--- config.mk ---
export PLATFORM = sky130hd
export DESIGN_NAME = ram_port_master
export DESIGN_NICKNAME = d
export VERILOG_FILES = /design/src/rtl/ram_port_master.sv
export SDC_FILE = /design/constraint.sdc
export NUM_CORES = 1
export LEC_CHECK = 0
export CAP_MARGIN = 40
export CORE_MARGIN = 1.5
export CORE_UTILIZATION = 40
export DETAILED_ROUTE_END_ITERATION = 6
export PLACE_DENSITY_LB_ADDON = 0.25
export SETUP_SLACK_MARGIN = 0.02
export SYNTH_ARGS = -nofsm -noshare
export SYNTH_HDL_FRONTEND = slang
export SYNTH_SLANG_ARGS = --single-unit
--- constraint.sdc ---
create_clock -name clk -period 2.5 [get_ports clk]
set_input_delay 0.5 -clock clk [delete_from_list [all_inputs] [get_ports clk]]
set_output_delay 0.5 -clock clk [all_outputs]
set_load 0.02 [all_outputs]
--- src/rtl/ram_port_master.sv ---
// ram_port_master: clocked initiator for one port of an async cs/we/oe RAM.
// Turns single-beat valid/ready requests into setup/strobe/hold sequences.
module ram_port_master #(
    parameter int DATA_WIDTH = 16,
    parameter int ADDR_WIDTH = 6,
    parameter int SETUP_CYC  = 1,
    parameter int STROBE_CYC = 2,
    parameter int HOLD_CYC   = 1
) (
    input  logic                  clk,
    input  logic                  rst,
    input  logic                  req_valid,
    output logic                  req_ready,
    input  logic                  req_write,
    input  logic [ADDR_WIDTH-1:0] req_addr,
    input  logic [DATA_WIDTH-1:0] req_wdata,
    output logic                  rsp_valid,
    output logic [DATA_WIDTH-1:0] rsp_rdata,
    output logic [ADDR_WIDTH-1:0] ram_addr,
    output logic                  ram_cs,
    output logic                  ram_we,
    output logic                  ram_oe,
    output logic [DATA_WIDTH-1:0] ram_wdata,
    output logic                  ram_data_oe,
    input  logic [DATA_WIDTH-1:0] ram_rdata
);

    typedef enum logic [2:0] {
        S_IDLE,
        S_SETUP,
        S_STROBE,
        S_HOLD,
        S_DONE
    } state_t;

    // Phase counter reload values: a phase of N cycles counts N-1 down to 0.
    localparam logic [3:0] L_SETUP  = 4'(SETUP_CYC - 1);
    localparam logic [3:0] L_STROBE = 4'(STROBE_CYC - 1);
    localparam logic [3:0] L_HOLD   = 4'((HOLD_CYC > 0) ? HOLD_CYC - 1 : 0);

    state_t                r_state;
    state_t                w_state_nxt;
    logic [3:0]            r_cnt;
    logic [3:0]            w_cnt_nxt;
    logic                  w_accept;
    logic                  w_active;
    logic                  w_last_strobe;

    logic                  r_write;
    logic                  w_write_nxt;
    logic [ADDR_WIDTH-1:0] r_addr;
    logic [ADDR_WIDTH-1:0] w_addr_nxt;
    logic [DATA_WIDTH-1:0] r_wdata;
    logic [DATA_WIDTH-1:0] w_wdata_nxt;
    logic [DATA_WIDTH-1:0] r_cap;

    logic                  r_ready;
    logic                  r_rsp_valid;
    logic [DATA_WIDTH-1:0] r_rsp_rdata;
    logic                  r_cs;
    logic                  r_we;
    logic                  r_oe;
    logic [DATA_WIDTH-1:0] r_wdata_out;
    logic                  r_data_oe;

    // Next-state and phase-counter logic.
    always_comb begin
        w_state_nxt = r_state;
        w_cnt_nxt   = r_cnt;
        w_accept    = 1'b0;
        unique case (r_state)
            S_IDLE: begin
                if (req_valid && r_ready) begin
                    w_accept    = 1'b1;
                    w_state_nxt = S_SETUP;
                    w_cnt_nxt   = L_SETUP;
                end
            end
            S_SETUP: begin
                if (r_cnt == 4'd0) begin
                    w_state_nxt = S_STROBE;
                    w_cnt_nxt   = L_STROBE;
                end else begin
                    w_cnt_nxt = r_cnt - 4'd1;
                end
            end
            S_STROBE: begin
                if (r_cnt == 4'd0) begin
                    if (HOLD_CYC == 0) begin
                        w_state_nxt = S_DONE;
                        w_cnt_nxt   = 4'd0;
                    end else begin
                        w_state_nxt = S_HOLD;
                        w_cnt_nxt   = L_HOLD;
                    end
                end else begin
                    w_cnt_nxt = r_cnt - 4'd1;
                end
            end
            S_HOLD: begin
                if (r_cnt == 4'd0) begin
                    w_state_nxt = S_DONE;
                end else begin
                    w_cnt_nxt = r_cnt - 4'd1;
                end
            end
            S_DONE: begin
                w_state_nxt = S_IDLE;
            end
            default: begin
                w_state_nxt = S_IDLE;
                w_cnt_nxt   = 4'd0;
            end
        endcase
    end

    // Latched request fields and next-cycle strobe qualifiers.
    always_comb begin
        w_write_nxt   = w_accept ? req_write : r_write;
        w_addr_nxt    = w_accept ? req_addr : r_addr;
        w_wdata_nxt   = w_accept ? req_wdata : r_wdata;
        w_active      = (w_state_nxt == S_SETUP) ||
                        (w_state_nxt == S_STROBE) ||
                        (w_state_nxt == S_HOLD);
        w_last_strobe = (r_state == S_STROBE) && (r_cnt == 4'd0);
    end

    // State register, request latches and flop-driven RAM/response outputs.
    always_ff @(posedge clk) begin
        if (rst) begin
            r_state     <= S_IDLE;
            r_cnt       <= 4'd0;
            r_write     <= 1'b0;
            r_addr      <= '0;
            r_wdata     <= '0;
            r_cap       <= '0;
            r_ready     <= 1'b0;
            r_rsp_valid <= 1'b0;
            r_rsp_rdata <= '0;
            r_cs        <= 1'b0;
            r_we        <= 1'b0;
            r_oe        <= 1'b0;
            r_wdata_out <= '0;
            r_data_oe   <= 1'b0;
        end else begin
            r_state     <= w_state_nxt;
            r_cnt       <= w_cnt_nxt;
            r_write     <= w_write_nxt;
            r_addr      <= w_addr_nxt;
            r_wdata     <= w_wdata_nxt;
            r_ready     <= (w_state_nxt == S_IDLE);
            r_cs        <= w_active;
            r_we        <= (w_state_nxt == S_STROBE) && w_write_nxt;
            r_oe        <= (w_state_nxt == S_STROBE) && !w_write_nxt;
            r_data_oe   <= w_active && w_write_nxt;
            r_wdata_out <= (w_active && w_write_nxt) ? w_wdata_nxt : '0;
            if (w_last_strobe && !r_write) begin
                r_cap <= ram_rdata;
            end
            r_rsp_valid <= (w_state_nxt == S_DONE);
            if ((w_state_nxt == S_DONE) && !r_write) begin
                r_rsp_rdata <= w_last_strobe ? ram_rdata : r_cap;
            end else begin
                r_rsp_rdata <= '0;
            end
        end
    end

    assign req_ready   = r_ready;
    assign rsp_valid   = r_rsp_valid;
    assign rsp_rdata   = r_rsp_rdata;
    assign ram_addr    = r_addr;
    assign ram_cs      = r_cs;
    assign ram_we      = r_we;
    assign ram_oe      = r_oe;
    assign ram_wdata   = r_wdata_out;
    assign ram_data_oe = r_data_oe;

    // Bus-protocol invariants of the RAM port.
    a_we_oe_excl: assert property (@(posedge clk) !(ram_we && ram_oe));
    a_strobe_cs: assert property (@(posedge clk) (ram_we || ram_oe) |-> ram_cs);
    a_addr_stable: assert property (@(posedge clk) disable iff (rst)
        (ram_cs && $past(ram_cs)) |-> (ram_addr == $past(ram_addr)));
    a_doe_read: assert property (@(posedge clk) ram_oe |-> !ram_data_oe);

endmodule

# Yosys cells after proc, flatten, opt, wreduce, memory -nomap -nowiden
# Cells that the tools add are included.
# totals
regBits	84
output_inout_bits	44
wordCells	60
# classes
n_addsub	1
n_eq_ne	10
n_mux	15
bitwise	3
reduce_logical	17
# op_table
op	n
16-bit 2-to-1 mux	2
4-bit one-hot mux with 5 select lines	1
4-bit 2-to-1 mux	4
3-bit by 2-bit equality test with 1-bit output (second input constant)	4
3-bit 2-to-1 mux	4
3-bit one-hot mux with 4 select lines	1
1-bit logical AND	7
3-bit by 1-bit equality test with 1-bit output (second input constant)	2
3-bit equality test (second input constant)	2
3-bit logical NOT	2
4-bit logical NOT	1
2-bit inequality test (second input constant)	2
2-bit OR reduction	2
4-bit by 1-bit subtractor with 4-bit output (second input constant)	1
1-bit 2-to-1 mux	3
1-bit NOT	3
3-bit AND reduction	1
1-bit logical NOT	2
1-bit logical OR	2

# Depth between registers and ports, before layout
# depth
depth_word	9
ltp_mapped	9
depth_no_buf	6

# Worst setup path after synthesis
# Ideal clock, no wire load.
# synth_path
kind	register -> register
from	register r_cnt[0]
to	register r_cap[10]
setup_ns	0.132
arrival_ns	1.624
path_slack_ns	0.744
stages_incl_launch_ff	9
n_path_buf	2
path_cell_list	dfxtp_1 inv_1 ha_1 nor3b_4 or3b_1 buf_2 buf_6 o21ai_1 a21oi_1
# synth_via
elab_chain_cells	3
# synth_lines
item	line_no	rtl
from (decl)	43	logic [3:0] r_cnt;
from (signal assigned)	147	r_cnt <= w_cnt_nxt;
4-bit logical NOT	125	w_last_strobe = (r_state == S_STROBE) && (r_cnt == 4'd0);
1-bit logical AND	125	
1-bit logical AND	157	if (w_last_strobe && !r_write) begin
to (signal assigned)	158	r_cap <= ram_rdata;
to (decl)	55	logic [DATA_WIDTH-1:0] r_cap;
# Every way passes these cells.
# A chain may end at the register's enable or synchronous reset.

# Final worst setup path
# layout_path
from	register r_cnt[0]
to	register r_cap[0]
# Same word-level chain as after synthesis.

==> impl_metrics.csv <==
group,metric,value,unit
layout,n_fill_cell,690,
timing,worst_pin_slew,0.654,ns
timing,hold_viol,0,
worst_setup_path,cp_slowest_stage_delay,0.38,ns
worst_setup_path,worst-path-max-fanout,32,
timing,setup_ws,0.550,ns
placement,dp_hpwl,4.38,mm
yosys,synthArstFlopShare,0,
hold_path,hp-class,"input pin to flip-flop",
layout,multiInputGateArea,1170,sq um
timing,max_freq,513,MHz
layout,area_growth,34.2,%
layout,seqCellArea,1680,sq um
worst_setup_path,critical-path-slowest-cell,"or3b_1",
die,fp.dieW,90.2,microns
drt,dr.first_iter.drc_count,53,
yosys,avgSynthCellArea,9.21,sq um
placement,port_buffers,85,
layout,nets,452,
clocking,clk_pin_slew,0.09,ns
yosys,synth_top_cell_by_area,"dfxtp_1",
yosys,syn_area,3040,sq um
global_routing,grt_usage,0.165,
drt,routed_wl,6.37,mm
timing,finalMaxSlewViolations,0,
power_and_ir_drop,peakVddDrop,404,uV
worst_setup_path,crit_family,"simple AND/OR/NAND/NOR gates",
clocking,hold_buffers,0,
global_routing,grt_pass1_wl,10.9,mm
worst_setup_path,crit_buf_inv,2,
worst_setup_path,crit_path_start_kind,"flip-flop",
clocking,cts_root_buf,"clkbuf_8",
worst_setup_path,arrival,2.19,ns
die,core_region_area,7290,sq um
clocking,cts_setup_buffers,0,
yosys,yosys_warnings,0,
placement,place_inst,497,
timing,layout_min_cycle_time,1.95,ns
global_routing,grt-ovfl-total,0,
clocking,cts_resized,0,
worst_setup_path,cp-end-kind,"flip-flop",
yosys,yosysTopAreaCellShare,0.554,
timing,period_share,0.780,
timing,grt_setup_unrepaired,"false",
yosys,synthTopCellsByArea,"dfxtp_1, nand2_1, a21oi_1",
timing,whs,0.421,ns
die,ioPinCount,86,
drt,drc,0,
die,dieArea,8130,sq um
global_routing,antenna_found_initial,0,
die,initial_core_util,0.417,
layout,final_cells,513,
layout,final_layout_size_suffix_gt1_frac,0.0845,
drt,wire_per_inst,12.4,microns
global_routing,grt_max_degree,33,
timing,setup_viol,0,
worst_setup_path,cp_cell_sequence,"inv_1, ha_1, nor3b_4, or3b_1, buf_4, o21ai_0, a21oi_1",
power_and_ir_drop,p_leak,0.00140,uW
timing,max_slew_margin,0.564,
worst_setup_path,critical_path_required,2.74,ns
placement,gp_congestion,0.755,
yosys,yosysUniqueCellTypes,38,
drt,viasPerCell,4.71,
yosys,synth_seq_area_share,0.554,
power_and_ir_drop,total_power,3570,uW
drt,vias,2417,
drt,first_pass_iters,4,
clocking,cts_tree,"done",
clocking,cts_buffers,9,
power_and_ir_drop,power_density,876,nW/um^2
drt,detail-route-antenna-nets,0,
run,drv_cap,0,
global_routing,grt_pass1_vias,2329,
clocking,h-tree-depth,3,
yosys,synth_cells,330,
placement,pre_cts_slack,0.261,ns
yosys,synth_seq_cells,84,
clocking,cts_num_sinks,84,
layout,num_antenna_cells,0,
run_status,status,"completed",
yosys,synth_edf_count,0,
clocking,cts_max_path_buffers,2,
yosys,synth_flop_cell,"dfxtp_1",
worst_setup_path,crit_type,"flip-flop to flip-flop",
die,die_y,90.2,microns
clocking,insertion_delay,0.35,ns
timing,final.setup.tns,0,ns
yosys,syn-num-nets,373,
timing,clock_skew,0.0111,ns
die,num_rows,31,
==> final timing paths <==
path	end	cells past startpoint	slack, ns	startpoint
setup / recovery	r_cap[0]	7	0.55	r_cnt[0]
setup reg to reg	r_cap[0]	7	0.55	r_cnt[0]
hold reg to reg	rsp_rdata[1]	2	0.46	r_cap[1]
hold / removal	r_state[2]	2	0.42	rst
==> metal layers <==
| layer | vias up | global-route usage | share of wire |
|---|---|---|---|
| li1 | 1249 | - | - |
| met1 | 1087 | 0.203 | 0.45 |
| met2 | 68 | 0.259 | 0.46 |
| met3 | 13 | 0.0651 | 0.076 |
| met4 | 0 | 0.0661 | 0.019 |
| met5 | - | 0 | 0 |
==> kinds of logic (layout without fill, tap and decap cells) <==
| family | after synthesis | after routing | synth area share |
|---|---|---|---|
| buf+inv | 29 | 113 | 0.0626 |
| flops | 84 | 84 | 0.554 |
| compound gates | 67 | 67 | 0.119 |
| xor+xnor | 1 | 1 | 0.00288 |
| fa+ha+maj | 1 | 1 | 0.00412 |
| simple gates | 131 | 131 | 0.201 |
| mux | 17 | 17 | 0.0560 |
==> cells in the final DEF, fill, tap and decap left out, types with 2 or more instances in the layout <==
master	instances
nor3_1	8
o21ai_1	12
buf_4	8
or3_1	2
dfxtp_1	84
mux2i_1	17
nand2_1	65
o21ai_0	5
and3b_1	2
inv_1	4
nor4_1	2
nor2_2	2
a21oi_1	42
clkbuf_8	10
clkinvlp_4	2
clkdlybuf4s50_1	84
nand2b_1	2
o21ai_2	2
inv_6	2
nor2_1	38
==> synthesized netlist by cell type (3+ instances only) <==
cell type / count
a21oi_1: 42
buf_1: 3
buf_2: 5
buf_4: 4
buf_6: 8
clkbuf_1: 5
dfxtp_1: 84
inv_1: 4
mux2i_1: 17
nand2_1: 65
nor2_1: 38
nor3_1: 8
o21ai_0: 5
o21ai_1: 12
==> power breakdown <==
group	internal, uW	leakage [uW]	switching [uW]
clock	395	0.0000893	489
sequential	1510	0.000680	110
combinational	465	0.000635	605
total	2370	0.00140	1200
==> flip-flops by register name, indices dropped and copies added (netlist names), 3 cells and up <==
signal,cells
r_cap,16
r_wdata,16
ram_wdata,16
rsp_rdata,16
ram_addr,6
r_cnt,4
r_state,3
==> final cells by class <==
type | instances | area share
inverter | 4 | 0.00368
timing repair buffer | 93 | 0.222
multi-input combinational | 217 | 0.286
tap | 99 | 0.0304
clock buffer | 10 | 0.0338
sequential | 84 | 0.413
clock inverter | 6 | 0.0114
==> worst register-to-register path, stage by stage, from the launching register on <==
cell     delay, ns
dfxtp_1       0.33
inv_1         0.08
ha_1          0.22
nor3b_4       0.34
or3b_1        0.38
buf_4         0.24
o21ai_0       0.19
a21oi_1       0.08
==> through the flow <==
step	cell area [sq um]	util
2_1_floorplan	3040	-
3_3_place_gp	3890	0.534
3_5_place_dp	3890	0.534
4_1_cts	4080	0.559
5_1_grt	4080	0.559
6_report	4080	0.559
Power figures use the tool's default switching activity.
